`src/rtl/width_convert_pkg.sv`:
```
// Shared types and helpers for the round-robin front end of the width converter.
package width_convert_pkg;

  typedef enum logic {
    ARB_IDLE   = 1'b0,
    ARB_LOCKED = 1'b1
  } arb_state_t;

  // Source-index width; a single requester still needs one bit to carry an index.
  function automatic int src_width(int n);
    return (n > 1) ? $clog2(n) : 1;
  endfunction

endpackage

```
`src/rtl/rr_priority_pick.sv`:
```
// Combinational round-robin pick: first set request at or above rr_ptr, wrapping.
module rr_priority_pick
  import width_convert_pkg::*;
#(
  parameter int NUM_REQ = 4,
  parameter int SRC_W   = 2
) (
  input  logic [NUM_REQ-1:0] req,
  input  logic [SRC_W-1:0]   rr_ptr,
  output logic               any,
  output logic [SRC_W-1:0]   idx
);

  logic [2*NUM_REQ-1:0] req_dbl;
  logic [NUM_REQ-1:0]   req_rot;
  logic [SRC_W:0]       off;
  logic [SRC_W:0]       sum;
  logic                 found;

  // Rotating the doubled vector right puts rr_ptr at bit 0, so a plain
  // lowest-bit encoder yields the offset from the pointer.
  always_comb begin
    req_dbl = {req, req} >> rr_ptr;
    req_rot = req_dbl[NUM_REQ-1:0];
    any     = |req;
    off     = '0;
    found   = 1'b0;
    for (int i = 0; i < NUM_REQ; i++) begin
      if (req_rot[i] && !found) begin
        off   = (SRC_W+1)'(i);
        found = 1'b1;
      end
    end
    sum = {1'b0, rr_ptr} + off;
    if (sum >= (SRC_W+1)'(NUM_REQ)) begin
      sum = sum - (SRC_W+1)'(NUM_REQ);
    end
    idx = sum[SRC_W-1:0];
  end

endmodule

```
`src/rtl/width_convert_rr_arb_rdy_val.sv`:
```
// Burst-locked round-robin arbiter feeding one width converter through a
// one-entry output register; each word is tagged with its requester index.
//
//   state      | meaning
//   ARB_IDLE   | no owner; pick next requester round-robin from rr_ptr
//   ARB_LOCKED | owner fixed until its req_last word is accepted
module width_convert_rr_arb_rdy_val
  import width_convert_pkg::*;
#(
  parameter  int NUM_REQ = 4,
  parameter  int TX_DW   = 16,
  localparam int SRC_W   = src_width(NUM_REQ)
) (
  input  logic                     clk,
  input  logic                     rst_b,
  input  logic [NUM_REQ-1:0]       req_valid,
  input  logic [NUM_REQ*TX_DW-1:0] req_data,
  input  logic [NUM_REQ-1:0]       req_last,
  output logic [NUM_REQ-1:0]       req_rdy,
  input  logic                     cv_rdy,
  output logic                     cv_valid,
  output logic [TX_DW-1:0]         cv_data,
  output logic [SRC_W-1:0]         cv_src,
  output logic                     cv_last,
  output logic                     grant_busy
);

  arb_state_t       state_q, state_d;
  logic [SRC_W-1:0] owner_q, owner_d;
  logic [SRC_W-1:0] rr_ptr_q, rr_ptr_d;
  logic             cv_valid_q, cv_valid_d;
  logic [TX_DW-1:0] cv_data_q, cv_data_d;
  logic [SRC_W-1:0] cv_src_q, cv_src_d;
  logic             cv_last_q, cv_last_d;

  logic             out_free;
  logic             pick_any;
  logic [SRC_W-1:0] pick_idx;
  logic             own_valid;
  logic             own_last;
  logic [TX_DW-1:0] own_data;
  logic             locked;
  logic             accept;

  rr_priority_pick #(
    .NUM_REQ (NUM_REQ),
    .SRC_W   (SRC_W)
  ) u_pick (
    .req    (req_valid),
    .rr_ptr (rr_ptr_q),
    .any    (pick_any),
    .idx    (pick_idx)
  );

  assign locked   = (state_q == ARB_LOCKED);
  assign out_free = !cv_valid_q || cv_rdy;

  always_comb begin
    own_valid = 1'b0;
    own_last  = 1'b0;
    own_data  = '0;
    for (int i = 0; i < NUM_REQ; i++) begin
      if (owner_q == SRC_W'(i)) begin
        own_valid = req_valid[i];
        own_last  = req_last[i];
        own_data  = req_data[i*TX_DW +: TX_DW];
      end
    end
  end

  // Ready follows out_free combinationally so a draining word and a new
  // word can swap in the same cycle.
  always_comb begin
    req_rdy = '0;
    for (int i = 0; i < NUM_REQ; i++) begin
      req_rdy[i] = locked && (owner_q == SRC_W'(i)) && out_free;
    end
  end

  assign accept = locked && out_free && own_valid;

  always_comb begin
    state_d    = state_q;
    owner_d    = owner_q;
    rr_ptr_d   = rr_ptr_q;
    cv_valid_d = cv_valid_q;
    cv_data_d  = cv_data_q;
    cv_src_d   = cv_src_q;
    cv_last_d  = cv_last_q;

    if (cv_valid_q && cv_rdy) begin
      cv_valid_d = 1'b0;
    end

    case (state_q)
      ARB_IDLE: begin
        if (pick_any) begin
          owner_d = pick_idx;
          state_d = ARB_LOCKED;
        end
      end
      ARB_LOCKED: begin
        if (accept) begin
          cv_valid_d = 1'b1;
          cv_data_d  = own_data;
          cv_src_d   = owner_q;
          cv_last_d  = own_last;
          if (own_last) begin
            state_d  = ARB_IDLE;
            rr_ptr_d = (owner_q == SRC_W'(NUM_REQ-1)) ? '0 : owner_q + 1'b1;
          end
        end
      end
      default: state_d = ARB_IDLE;
    endcase
  end

  always_ff @(posedge clk) begin
    if (!rst_b) begin
      state_q    <= ARB_IDLE;
      owner_q    <= '0;
      rr_ptr_q   <= '0;
      cv_valid_q <= 1'b0;
      cv_data_q  <= '0;
      cv_src_q   <= '0;
      cv_last_q  <= 1'b0;
    end else begin
      state_q    <= state_d;
      owner_q    <= owner_d;
      rr_ptr_q   <= rr_ptr_d;
      cv_valid_q <= cv_valid_d;
      cv_data_q  <= cv_data_d;
      cv_src_q   <= cv_src_d;
      cv_last_q  <= cv_last_d;
    end
  end

  assign cv_valid   = cv_valid_q;
  assign cv_data    = cv_data_q;
  assign cv_src     = cv_src_q;
  assign cv_last    = cv_last_q;
  assign grant_busy = locked;

endmodule

```
`config.mk`:
```
export PLATFORM = sky130hd
export DESIGN_NAME = width_convert_rr_arb_rdy_val
export DESIGN_NICKNAME = d
export VERILOG_FILES = /design/src/rtl/width_convert_pkg.sv /design/src/rtl/rr_priority_pick.sv /design/src/rtl/width_convert_rr_arb_rdy_val.sv
export SDC_FILE = /design/constraint.sdc
export NUM_CORES = 1
export LEC_CHECK = 0
export CAP_MARGIN = 20
export CORE_MARGIN = 1
export CORE_UTILIZATION = 40
export DETAILED_ROUTE_END_ITERATION = 16
export GPL_TIMING_DRIVEN = 0
export HOLD_SLACK_MARGIN = 0.05
export PLACE_DENSITY = 0.86
export SYNTH_ARGS = -nofsm -noshare
export SYNTH_HDL_FRONTEND = slang
export SYNTH_SLANG_ARGS = --single-unit
```
`constraint.sdc`:
```
create_clock -name clk -period 3.5 [get_ports clk]
set_input_delay 0.7 -clock clk [delete_from_list [all_inputs] [get_ports clk]]
set_output_delay 0.7 -clock clk [all_outputs]
set_load 0.1 [all_outputs]
```
==> flow_metrics.tcl <==
set metrics [dict create \
    dieArea_mm2 0.00435 \
    setup_viol_count_final 0 \
    outcome "complete, no violations" \
    start_util_pct 43.1 \
    min_path_type "flop to flop" \
    grt_max_degree 14 \
    max_stage_delay_ps 850 \
    reg2reg_slack_ps 1370 \
    io_buffers 95 \
    switching_power_uw 1060 \
    dp.cells 362 \
    ant_nets 0 \
    drc 0 \
    syn_to_final_growth_pct 64.0 \
    antenna_found_initial 0 \
    switching_share_pct 55.1 \
    cts_resized 3 \
    clock_skew_ps 1.64 \
    yosysTopAreaCell "dfxtp_1" \
    worstPathArrival_ps 2680 \
    total_power_uw 1920 \
    first_pass_iters 4 \
    core_area_mm2 0.00380 \
    ys.flop_type "dfxtp_1" \
    synth_seq_area_share_pct 30.6 \
    cp_data_required_time_ps 2800 \
    netlist_area_mm2 0.00164 \
    fmax_ghz 0.296 \
    ir_drop_mv 0.409 \
    powerDensity_mw_per_mm2 716 \
    stdcell_count 366 \
    htree_levels 1 \
    pin_count 100 \
    layout-drive-gt1-share_pct 7.23 \
    synth_edf_count 0 \
    grt_usage_pct 26.7 \
    synth_common_cells "a21oi_1, dfxtp_1, nor2_1" \
    crit_end "req_rdy[3]" \
    cts_buffer_depth 2 \
    clkPwrFrac_pct 9.2 \
    routed_wl_mm 5.62 \
    grt_pass1_vias 2064 \
    post-cts-setup-buffers 0 \
    slowest_stage "dlygate4sd2_1" \
    yosys_warnings 0 \
    layout.nets 399 \
    die_h_um 66.0 \
    setup_tns_ps 0 \
    hold_viol 0 \
    fp.dieW_um 66.0 \
    critical_path.startpoint_type "flop" \
    cts.sinks 25 \
    post-route-util_pct 70.7 \
    vias 2054 \
    seqPwrFrac_pct 21.6 \
    synth-seq-cells 25 \
    rsz0062_at_grt "false" \
    synth_cell_types 36 \
    hold_buffers 0 \
    path_clk_slew_ps 90 \
    rows 22 \
    drv_cap 0 \
    fin_hold_ws_ps 513 \
    p_leak_uw 0.00102 \
    path_cells "ha_1, buf_2, clkbuf_1, and3_1, dlygate4sd2_1" \
    synth_area_leaders "dfxtp_1, a21oi_1, a221oi_1" \
    pwr-share-comb_pct 69.3 \
    fillCellCount 323 \
    maxSlewViolCount 0 \
    worstSetupStartpoint "owner_q[1]" \
    detail_route.wl_per_cell_um 15.4 \
    cp_max_fo 10 \
    tritoncts "built" \
    antenna_cells 0 \
    gp_congestion 0.846 \
    synthArstFlopShare_pct 0 \
    crit_type "flop to output pin" \
    final.min_clock_period_ps 3380 \
    p_int_uw 863 \
    viasPerCell 5.61 \
    tightest_slew_ps 1020 \
    clock_latency_ps 270 \
    synth_most_common_cell "a21oi_1" \
    hpwl_mm 4.27 \
    syn_inst 219 \
    rr_endpoint "cv_last" \
    r2r_start "owner_q[1]" \
    r2r_cells 10 \
    end_kind "output pin" \
    cts_buffers 3 \
    cts_root_buffer "clkbuf_8" \
    period_share_pct 96.4 \
    overflow 0 \
    synth_top_area_share_pct 30.6 \
    grt_pass1_wl_mm 8.94 \
    drt_iter0_markers 132 \
    syn_avg_cell_area_um2 7.48 \
    syn_nets 299 \
    max_slew_margin_pct 31.7 \
]
-- stage by stage --
| stage | setup slack [ps] | cell area [um2] |
|---|---|---|
| 2_1_floorplan | 853 | 1640 |
| 3_3_place_gp | 136 | 2650 |
| 3_5_place_dp | 133 | 2650 |
| 4_1_cts | 94.0 | 2690 |
| 5_1_grt | 10.0 | 2690 |
| 6_report | 125 | 2690 |
-- routing by layer --
layer | global-route usage, % | vias up | share of wire, %
met2 | 47.4 | 87 | 50
met4 | 8.24 | 0 | 1.5
met5 | 0 | - | 0
li1 | - | 998 | -
met1 | 31.3 | 960 | 41
met3 | 6.21 | 9 | 7.2
-- cells in the final DEF (no fill, tap or decap), types with 4 or more instances in the layout --
| cell | instances |
|---|---|
| o21ai_0 | 20 |
| nor2b_1 | 6 |
| dfxtp_1 | 25 |
| clkbuf_1 | 8 |
| a21oi_1 | 35 |
| and3_1 | 4 |
| nand2b_1 | 4 |
| nand2_1 | 11 |
| mux2i_1 | 4 |
| nor3_1 | 16 |
| inv_1 | 5 |
| a221oi_1 | 17 |
| clkdlybuf4s50_1 | 92 |
| buf_2 | 8 |
| nor2_1 | 24 |
| ha_1 | 5 |
-- registers in the layout, summed over array words and instances, names as in the netlist --
signal,cells
rr_ptr_q,2
cv_last,1
cv_src,2
owner_q,2
grant_busy,1
cv_valid,1
cv_data,16
-- worst min path at each step --
stage | startpoint | endpoint | slack [ps] | cells after the start
floorplan | rr_ptr_q[1] | rr_ptr_q[1] | 500 | 2
global placement | cv_last | cv_last | 490 | 1
detailed placement | cv_last | cv_last | 490 | 1
CTS | cv_last | cv_last | 510 | 1
global route | cv_last | cv_last | 540 | 1
finish | cv_last | cv_last | 510 | 1
-- kinds of logic (layout without fill, tap and decap cells) --
family,Yosys count,count (layout),share of synthesized area [%]
DFF,25,25,30.6
AOI/OAI and AO/OA,85,85,33.0
muxes,4,4,2.44
xor gates and xnor gates,2,2,1.07
buffers and inverters,28,127,8.71
and+or+nand+nor,70,70,20.4
adders and majority gates,5,5,3.82
-- critical path, delay by kind of cell, from the launching register on --
| family | cells | cell delay (ps) |
|---|---|---|
| DFF | 1 | 460 |
| and+or+nand+nor | 1 | 230 |
| adders and majority gates | 1 | 210 |
| buffers and inverters | 3 | 1510 |
-- power groups by stage --
stage	clock (uW)	sequential [uW]	combinational, uW
2_1_floorplan	0	882	516
3_3_place_gp	0	414	1310
3_5_place_dp	0	416	1330
4_1_cts	176	413	1330
5_1_grt	189	423	1410
6_report	176	415	1330
-- final cells by class --
cell class | instances | area (um2) | area share [%]
repair buffers | 95 | 943 | 35.1
inverters | 6 | 22.5 | 0.838
multi-input cells | 166 | 995 | 37.0
plain buffers | 22 | 120 | 4.47
well taps | 48 | 60.1 | 2.24
clock buffers | 4 | 45.0 | 1.68
flip-flops and latches | 25 | 500 | 18.6
Note: power is estimated with default switching activity, not from simulation.
